**config.mk**
```make
export PLATFORM = sky130hd
export DESIGN_NAME = instr_fetch_unit
export DESIGN_NICKNAME = d
export VERILOG_FILES = /design/src/rtl/instr_fetch_unit.sv
export SDC_FILE = /design/constraint.sdc
export NUM_CORES = 1
export LEC_CHECK = 0
export ABC_CLOCK_PERIOD_IN_PS = 7400
export BUFFER_PORTS_ARGS = -buffer_cell sky130_fd_sc_hd__buf_2
export CORE_MARGIN = 3
export CORE_UTILIZATION = 63
export CTS_CLUSTER_DIAMETER = 60
export DETAILED_ROUTE_END_ITERATION = 16
export HOLD_SLACK_MARGIN = 0.15
export PLACE_DENSITY_LB_ADDON = 0.15
export SYNTH_ARGS = -nofsm -noshare
export SYNTH_HDL_FRONTEND = slang
export SYNTH_SLANG_ARGS = --single-unit
```
**constraint.sdc**
```tcl
create_clock -name clk -period 7.4 [get_ports clk]
set_clock_uncertainty 0.15 [all_clocks]
set_input_delay 0 -clock clk [delete_from_list [all_inputs] [get_ports clk]]
set_output_delay 0 -clock clk [all_outputs]
set_load 0.005 [all_outputs]
```
**src/rtl/instr_fetch_unit.sv**
```systemverilog
// Fetch stage: in-order word fetches to a variable-latency instruction memory,
// a small prefetch FIFO of {instr, pc+4}, StallF hold and branch/jump redirect.
module instr_fetch_unit #(
  parameter int unsigned       ADDR_W   = 32,
  parameter int unsigned       DEPTH    = 4,
  parameter logic [ADDR_W-1:0] RESET_PC = '0
) (
  input  logic              clk,
  input  logic              reset,
  output logic              imem_req_valid,
  output logic [ADDR_W-1:0] imem_req_addr,
  input  logic              imem_req_ready,
  input  logic              imem_rsp_valid,
  input  logic [31:0]       imem_rsp_data,
  input  logic              StallF,
  input  logic              redirect_valid,
  input  logic [ADDR_W-1:0] redirect_pc,
  output logic              instr_valid,
  output logic [31:0]       InstrF,
  output logic [ADDR_W-1:0] PCPlus4F
);

  localparam int unsigned CNT_W = $clog2(DEPTH + 1);
  localparam int unsigned PTR_W = $clog2(DEPTH);
  localparam int unsigned SUM_W = CNT_W + 1;

  localparam logic [1:0] BOOT  = 2'd0;
  localparam logic [1:0] FETCH = 2'd1;
  localparam logic [1:0] FLUSH = 2'd2;

  logic [1:0]        state, stateNext;
  logic [ADDR_W-1:0] fetchPc, fetchPcNext;
  logic [ADDR_W-1:0] rspPc, rspPcNext;
  logic [CNT_W-1:0]  outstanding, outNext;
  logic [CNT_W-1:0]  dropCnt, dropNext;
  logic [CNT_W-1:0]  count, cntNext;
  logic [PTR_W-1:0]  wrPtr, wrPtrNext;
  logic [PTR_W-1:0]  rdPtr, rdPtrNext;
  logic              reqValidNext;
  logic              instrValidNext;
  logic [31:0]       instrNext;
  logic [ADDR_W-1:0] pc4Next;

  logic [ADDR_W-1:0] targetPc;
  logic [ADDR_W-1:0] pushPc4;
  logic              doRedirect;
  logic              accept;
  logic              flushing;
  logic              dropRsp;
  logic              push;
  logic              pop;

  logic [31:0]       instrMem [DEPTH];
  logic [ADDR_W-1:0] pcMem    [DEPTH];

  assign imem_req_addr = fetchPc;

  // Next-state, credit and FIFO bookkeeping; decode-facing outputs are precomputed here.
  always_comb begin
    stateNext      = state;
    targetPc       = redirect_pc & ~ADDR_W'(3);
    pushPc4        = rspPc + ADDR_W'(4);
    doRedirect     = redirect_valid && (state != BOOT);
    accept         = imem_req_valid && imem_req_ready;
    flushing       = (state == FLUSH) && (dropCnt != '0);
    dropRsp        = imem_rsp_valid && (doRedirect || flushing);
    push           = imem_rsp_valid && !dropRsp;
    pop            = instr_valid && !StallF && !doRedirect;
    outNext        = outstanding + CNT_W'(accept) - CNT_W'(imem_rsp_valid);
    cntNext        = count + CNT_W'(push) - CNT_W'(pop);
    dropNext       = dropCnt;
    fetchPcNext    = fetchPc;
    rspPcNext      = rspPc;
    wrPtrNext      = wrPtr;
    rdPtrNext      = rdPtr;
    instrNext      = '0;
    pc4Next        = '0;

    if (flushing && imem_rsp_valid) dropNext = dropCnt - CNT_W'(1);
    if (accept) fetchPcNext = fetchPc + ADDR_W'(4);
    if (push) begin
      rspPcNext = pushPc4;
      wrPtrNext = wrPtr + PTR_W'(1);
    end
    if (pop) rdPtrNext = rdPtr + PTR_W'(1);

    // Redirect squashes the FIFO and everything still in flight from the old stream.
    if (doRedirect) begin
      cntNext     = '0;
      dropNext    = outNext;
      fetchPcNext = targetPc;
      rspPcNext   = targetPc;
      wrPtrNext   = '0;
      rdPtrNext   = '0;
    end

    case (state)
      BOOT:    stateNext = FETCH;
      FETCH:   stateNext = (doRedirect && (dropNext != '0)) ? FLUSH : FETCH;
      FLUSH:   stateNext = (dropNext != '0) ? FLUSH : FETCH;
      default: stateNext = BOOT;
    endcase

    reqValidNext   = (stateNext == FETCH) &&
                     ((SUM_W'(outNext) + SUM_W'(cntNext)) < SUM_W'(DEPTH));
    instrValidNext = (cntNext != '0);

    // Head of the FIFO next cycle, bypassing the entry written this cycle.
    if (cntNext != '0) begin
      if (push && (wrPtr == rdPtrNext)) begin
        instrNext = imem_rsp_data;
        pc4Next   = pushPc4;
      end else begin
        instrNext = instrMem[rdPtrNext];
        pc4Next   = pcMem[rdPtrNext];
      end
    end
  end

  // State register.
  always_ff @(posedge clk or negedge reset) begin
    if (!reset) state <= BOOT;
    else        state <= stateNext;
  end

  // Counters, pointers, PCs and registered outputs.
  always_ff @(posedge clk or negedge reset) begin
    if (!reset) begin
      fetchPc        <= RESET_PC;
      rspPc          <= RESET_PC;
      outstanding    <= '0;
      dropCnt        <= '0;
      count          <= '0;
      wrPtr          <= '0;
      rdPtr          <= '0;
      imem_req_valid <= 1'b0;
      instr_valid    <= 1'b0;
      InstrF         <= '0;
      PCPlus4F       <= '0;
    end else begin
      fetchPc        <= fetchPcNext;
      rspPc          <= rspPcNext;
      outstanding    <= outNext;
      dropCnt        <= dropNext;
      count          <= cntNext;
      wrPtr          <= wrPtrNext;
      rdPtr          <= rdPtrNext;
      imem_req_valid <= reqValidNext;
      instr_valid    <= instrValidNext;
      InstrF         <= instrNext;
      PCPlus4F       <= pc4Next;
    end
  end

  // FIFO storage; contents are only read while the entry is counted valid.
  always_ff @(posedge clk) begin
    if (push) begin
      instrMem[wrPtr] <= imem_rsp_data;
      pcMem[wrPtr]    <= pushPc4;
    end
  end

endmodule
```
==> results of run 1 <==
[placed cells by master (no fill, tap or decap), drive strengths merged, types with 3 or more instances in the layout]
cell type    instances
nand2              160
inv                 17
dfrtp              140
dlygate4sd3        147
nor2                47
ha                  14
nand2b               3
clkinv              14
edfxtp             248
o32ai               62
nor3                11
xnor2               49
buf                181
and3                16
a22o                62
a21oi               60
nor2b                3
o21ai                5
nand3b               3
xor2                45
clkbuf              55
nor4                11
nand3               30
nand4               25
conb                 3
and4                 6
mux2i                4
a31oi               62
[worst reg2reg max path, stage by stage (launching register included)]
cell and delay, ps:
dfrtp_1 530, o21a_1 670, nor2_1 120, ha_1 320, inv_1 60, ha_1 130, inv_1 50, fa_1 370
xnor2_1 150, xnor2_1 140, nor3b_1 640, nor4b_4 70, buf_4 400, a22o_1 420
[worst min path at each step]
stage / endpoint / from
final: imem_req_addr[27] / redirect_pc[27]
after global routing: rspPc[27] / redirect_pc[27]
after CTS: rspPc[27] / redirect_pc[27]
after detailed placement: InstrF[22] / reset
after global placement: InstrF[22] / reset
after floorplan: InstrF[0] / reset
[logic make-up after synthesis]
group / synth area share [%]
AOI/OAI and AO/OA: 12.0
adders and majority gates: 1.35
xor gates and xnor gates: 5.30
buffers and inverters: 2.58
muxes: 0.251
and+or+nand+nor: 9.89
other: 0.0235
DFF: 68.6
[per-stage QoR]
stage	utilization (%)	power [mW]	setup WS (ps)
2_1_floorplan	-	5.43	3870
3_3_place_gp	69.4	6.35	3210
3_5_place_dp	69.4	6.45	3120
4_1_cts	80.4	8.38	3110
5_1_grt	80.4	8.91	2860
6_report	80.4	8.42	3070
[flip-flops by register name, indices dropped and copies added, names as in the netlist]
register        flops
instrMem          128
rdPtr               2
outstanding         3
wrPtr               2
PCPlus4F           31
pcMem             120
InstrF             32
instr_valid         1
state               2
imem_req_addr      30
dropCnt             3
imem_req_valid      1
rspPc              30
count               3
[timing repair]
item,4_1_cts,5_1_grt
hold endpoints to repair,374,0
hold buffers,148,0
endpoints found under the setup margin,0,0
[routing by layer]
layer,vias up,GRT usage (%)
li1,5074,-
met1,5583,39.1
met2,513,46.8
met3,79,4.46
met4,0,9.99
met5,-,0
[final cells by class]
type | count | area share, %
multi-input combinational | 707 | 23.8
clock inverter | 17 | 0.607
sequential | 388 | 55.4
tap | 324 | 2.05
inverter | 16 | 0.304
clock buffer | 55 | 5.50
timing repair buffer | 328 | 12.4
[where the power goes]
group | internal [mW] | switching (mW)
sequential | 3.05 | 0.413
combinational | 1.20 | 1.90
clock | 1.06 | 0.793
==> run summary, run 1 <==
Met2 wire length: 18800 µm
Top routing layer used: met4
DIE AREA: 27300 µm²
Final std cells w/o fill: 1835
CP endpoint kind: register
Hpwl dp: 19100 µm
Worst Hold Depth: 4
Total CTS buffers: 39
WL met3: 2860 µm
CP max stage delay: 670 ps
WS Path Type: reg2reg
Slowest-stage cell, CP: o21a_1
Number of synthesized flops with an enable pin: 248
Area of the multi-input gates: 4710 µm²
Register bit total from synthesis: 388
Setup-failing EPs final: 0
DRC: 0
Hold Crit Class: in2reg
F_max: 231 MHz
Reg2Reg Launch Point: state[1]
Area Overhead vs Synth: 23.8%
Initial antenna violation count: 0
Post-CTS Setup Inserts: 0
Data required, critical path: 7660 ps
Synth area leaders: edfxtp_1 47%, dfrtp_1 22%, nand2_1 3.8%, a22o_1 3.4%, o32ai_1 3.4%
Post-route ant nets: 0
Most numerous cell in the Yosys netlist: edfxtp_1
PortBufs: 163
Pins Over Slew Limit: 0
Pleak: 7.56 nW
Unique masters post-synth: 55
Layout cells sized above 1: 17.5%
Vias: 11200
CTS Buffer Depth: 3
Critical path depth in cells: 13
Met1 WL: 15700 µm
Ports: 168
Worst Setup EP: InstrF[10]
Crit path time final: 4330 ps
CP Buf/Inv Count: 3
Vias per cell: 6.13
Vias in the first global route: 11500
Clk root buf: clkbuf_16
CP max FO: 62
Netlist Area Pre-Place: 16000 µm²
Post-synth top cells: 248 x edfxtp_1, 160 x nand2_1, 140 x dfrtp_1
Iteration count of the initial detailed-routing pass: 5
Fin area: 19800 µm²
Row count: 57
Initial Util: 64.9%
Clk slew on worst S/H paths: 70 ps
Async S/R FF share, synth: 36.1%
Layout fillers: 1380
Gr usage total: 28.4%
CP delay by family, top: compound AO/OA/AOI/OAI gates
# nets final: 1566
Status: finished clean
Min Hold Slack: 216 ps
Share of the synthesized area in the top cell type: 46.6%
Avg Inst Size Synth: 13.4 µm²
R2R setup slack: 3070 ps
DIE HEIGHT: 165 µm
RSZ-0062 raised after global routing: no
Maximum VDD drop: 312 µV
Global placement routability congestion: 0.873
Cts repair resizes: 0
Crit. Startpoint: state[1]
CTS tree: built
Area leader, netlist: edfxtp_1
Htree depth: 2
TritonCTS Sinks: 388
Arrival time at the worst endpoint: 4590 ps
Final hold violations: 0
N_diodes: 0
Die X: 165 µm
Largest net degree at the start of global routing: 97
Area after DPL: 17100 µm²
Placeable Area: 24600 µm²
Worst-case reg-to-reg path depth: 13
Worst slew pin tran: 1200 ps
Setup TNS: 0 ps
MaxCap Viol Count: 0
Avg WL per Cell: 20.9 µm
Main synth FF type: edfxtp_1
Pwr Density: 426 nW/µm²
DRT Wirelength: 38300 µm
GR Overflow Total: 0
DRT iter0 DRCs: 1287
Worst relative slew slack: 20.1%
Register area share after synthesis: 68.6%
Placed Cells: 1615
CP Cell Sequence: o21a_1, nor2_1, ha_1, inv_1, ha_1, inv_1, fa_1, xnor2_1, xnor2_1, nor3b_1, nor4b_4, buf_4, a22o_1
Worst skew pair latency: 520 ps
Startpoint Class: register
Storage cell area: 11000 µm²
Synth Instances: 1191
Reg2reg end: InstrF[10]
Yosys warns: 0
Global-route wire length before repair: 60500 µm
Fin crit share: 58.5%
Note: power is estimated with default switching activity, not from simulation.
==> run 2, diff against run 1 <==
--- a/config.mk
+++ b/config.mk
@@ -5,10 +5,10 @@
 export SDC_FILE = /design/constraint.sdc
 export NUM_CORES = 1
 export LEC_CHECK = 0
-export ABC_CLOCK_PERIOD_IN_PS = 7400
+export ABC_CLOCK_PERIOD_IN_PS = 3860
 export BUFFER_PORTS_ARGS = -buffer_cell sky130_fd_sc_hd__buf_2
 export CORE_MARGIN = 3
-export CORE_UTILIZATION = 63
+export CORE_UTILIZATION = 53
 export CTS_CLUSTER_DIAMETER = 60
 export DETAILED_ROUTE_END_ITERATION = 16
 export HOLD_SLACK_MARGIN = 0.15
==> constraint.sdc (replaced) <==
create_clock -name clk -period 3.86 [get_ports clk]
set_clock_uncertainty 0.15 [all_clocks]
set_input_delay 0 -clock clk [delete_from_list [all_inputs] [get_ports clk]]
set_output_delay 0 -clock clk [all_outputs]
set_load 0.005 [all_outputs]
==> run 2 against run 1 <==
Against the previous run: total power rose by 100%; critical path depth rose by 6; worst setup slack got worse by 2900 ps; global-route usage fell by 5.4 points; core utilization fell by 11 points; clock power rose by 110%; routed wire length rose by 3.7%; hold slack got worse by 38 ps; critical path type unchanged; largest cell class unchanged; largest power group unchanged; highest routed layer unchanged.
==> run summary, run 2 (same netlist as run 1, synthesis figures left out) <==
Crit. Startpoint: dropCnt[0]
CP Cell Sequence: inv_1, ha_1, ha_2, nor2_4, o22ai_4, nand2_1, ha_1, inv_1, ha_1, inv_1, fa_2, xnor2_2, xnor2_2, nor3b_2, buf_4, nor4b_4, buf_4, buf_12, a22o_1
Worst slew pin tran: 941 ps (-256 ps)
Most frequent cells in the layout: 248 x edfxtp_1, 162 x buf_2, 160 x nand2_1
CTS tree: built
Global placement routability congestion: 0.828 (-5.1%)
DRC: 0 (unchanged)
Gr usage total: 23.0% (-5.4 points)
Fin crit share: 94.5% (+36 points)
Post-Place Setup Slack: 12.0 ps (-3110 ps)
WS Path Type: reg2reg
# nets final: 1575 (+0.57%)
DIE HEIGHT: 180 µm (+8.7%)
Initial antenna violation count: 0 (unchanged)
Vias: 11200 (-0.74%)
Total CTS buffers: 39 (unchanged)
Avg WL per Cell: 20.8 µm (about the same)
Clk network pwr share: 22.7% (+0.6 points)
Final worst setup slack: 211 ps (-2860 ps)
Vias in the first global route: 11200 (-2.8%)
CTS Buffer Depth: 3 (unchanged)
Clk root buf: clkbuf_16
N_diodes: 0 (unchanged)
P_int: 10.7 mW (+100%)
MaxCap Viol Count: 0 (unchanged)
GR Overflow Total: 0 (unchanged)
CP Buf/Inv Count: 6 (+3)
Slowest-stage cell, CP: dfrtp_1
Most common cell after layout, fill and taps aside: edfxtp_1
Top reg by flops: instrMem
Placed Cells: 1680 (+4.0%)
Layout Utilization: 69.4% (-11 points)
Startpoint Class: register
Hold Crit Class: in2reg
Layout cells sized above 1: 19.4% (+1.9 points)
Sw Ratio: 36.5% (-0.43 points)
CP delay by family, top: adder cells
Fin area: 20300 µm² (+2.4%)
Hold_sp: redirect_pc[24]
Area after DPL: 17300 µm² (+1.4%)
Worst skew pair latency: 530 ps (about the same)
Area Overhead vs Synth: 26.8%
Final hold violations: 0 (unchanged)
Pwr Density: 835 nW/µm² (+96%)
Crit path time final: 3650 ps (-678 ps)
CP max stage delay: 390 ps (-280 ps)
Placeable Area: 29200 µm² (+19%)
Ports: 168 (unchanged)
Largest net degree at the start of global routing: 118 (+22%)
TritonCTS Sinks: 388 (unchanged)
Clk slew on worst S/H paths: 60 ps (about the same)
Reg2Reg Launch Point: dropCnt[0]
Htree depth: 2 (unchanged)
CP max FO: 16 (-74%)
Worst relative slew slack: 36.4% (+16 points)
DRT Wirelength: 39700 µm (+3.7%)
Row count: 62 (+8.8%)
CP endpoint kind: register
DIE AREA: 32300 µm² (+18%)
Setup-failing EPs final: 0 (unchanged)
Vias per cell: 5.86 (-4.3%)
Pins Over Slew Limit: 0 (unchanged)
Largest regs: instrMem x128, pcMem x120, InstrF x32
Initial Util: 54.8% (-10 points)
NetSw: 6.18 mW (+99%)
Pleak: 7.74 nW (+2.4%)
Hpwl dp: 20600 µm (+8.1%)
Arrival time at the worst endpoint: 3960 ps (-630 ps)
Maximum VDD drop: 714 µV (+130%)
PortBufs: 163 (unchanged)
Setup TNS: 0 ps (unchanged)
F_max: 274 MHz (+19%)
Status: finished clean
Logic pwr share: 38.3% (+1.5 points)
Global-route wire length before repair: 60700 µm (+0.41%)
Largest register FFs: 128 (unchanged)
Final std cells w/o fill: 1904 (+3.8%)
Sequential share of power: 39.1% (-2.0 points)
DRT iter0 DRCs: 1163 (-9.6%)
Iteration count of the initial detailed-routing pass: 5 (unchanged)
Post-route ant nets: 0 (unchanged)
Die X: 180 µm (+8.7%)
Data required, critical path: 4170 ps (-3490 ps)
-- run 2: changes by cell type in the layout (fill, tap and decap cells not counted), sizes merged --
| cell | delta |
|---|---|
| dlygate4sd3 | -9 |
| buf | +15 |
| clkbuf | +7 |
| bufinv | +2 |
| clkinv | -7 |
| inv | +1 |
-- run 2: power groups by stage --
stage               Combinational, mW  Sequential [mW]  Clock [mW]
CTS                              6.08             6.60        3.89
detailed placement               5.94             6.67           0
floorplan                        3.92             6.50           0
global route                     7.06             6.73        4.06
finish                           6.47             6.61        3.84
global placement                 5.79             6.64           0
-- run 2: final timing paths --
check                                          to  slack [ps]  cells past startpoint
worst max-delay path                 PCPlus4F[16]         210                     19
worst min-delay path            imem_req_addr[24]         180                      4
worst max register to register       PCPlus4F[16]         210                     19
worst min register to register         dropCnt[2]         420                      2
max in group asynchronous            PCPlus4F[19]        2730                      4
min in group asynchronous          outstanding[0]         480                      4
-- run 2: worst register-to-register path: stages, from the launching register on --
cell and delay (ps):
dfrtp_1 390, inv_1 60, ha_1 150, ha_2 200
nor2_4 50, o22ai_4 150, nand2_1 100, ha_1 270
inv_1 50, ha_1 130, inv_1 50, fa_2 350
xnor2_2 210, xnor2_2 150, nor3b_2 70, buf_4 150
nor4b_4 320, buf_4 220, buf_12 190, a22o_1 180
-- run 2: timing repair --
item / CTS / global route
endpoints found under the hold margin: 439 / 0
setup buffers: 0 / 7
hold buffers: 139 / 0
setup endpoints to repair: 0 / 62
resized for setup: 0 / 18
-- run 2: routing by layer --
layer  wire length, µm  part of all wire, %  global-route usage, %
met1             16900                   43                   32.4
met2             19400                   49                   37.8
met3              2680                  6.7                   4.00
met4               731                  1.8                   6.13
met5                 0                    0                      0
-- run 2: final cells by class --
| cell class | count | area (µm²) |
|---|---|---|
| repair buffers | 337 | 2700 |
| clock buffers | 59 | 1150 |
| inverters | 16 | 60.1 |
| flip-flops and latches | 388 | 11000 |
| fillers | 2011 | 8910 |
| clock inverters | 13 | 164 |
| multi-input cells | 707 | 4750 |
| well taps | 384 | 480 |
-- run 2: through the flow --
stage | power, mW | hold slack [ps]
2_1_floorplan | 10.4 | -446
3_3_place_gp | 12.4 | -27.9
3_5_place_dp | 12.6 | -32.6
4_1_cts | 16.6 | 153
5_1_grt | 17.9 | 192
6_report | 16.9 | 178
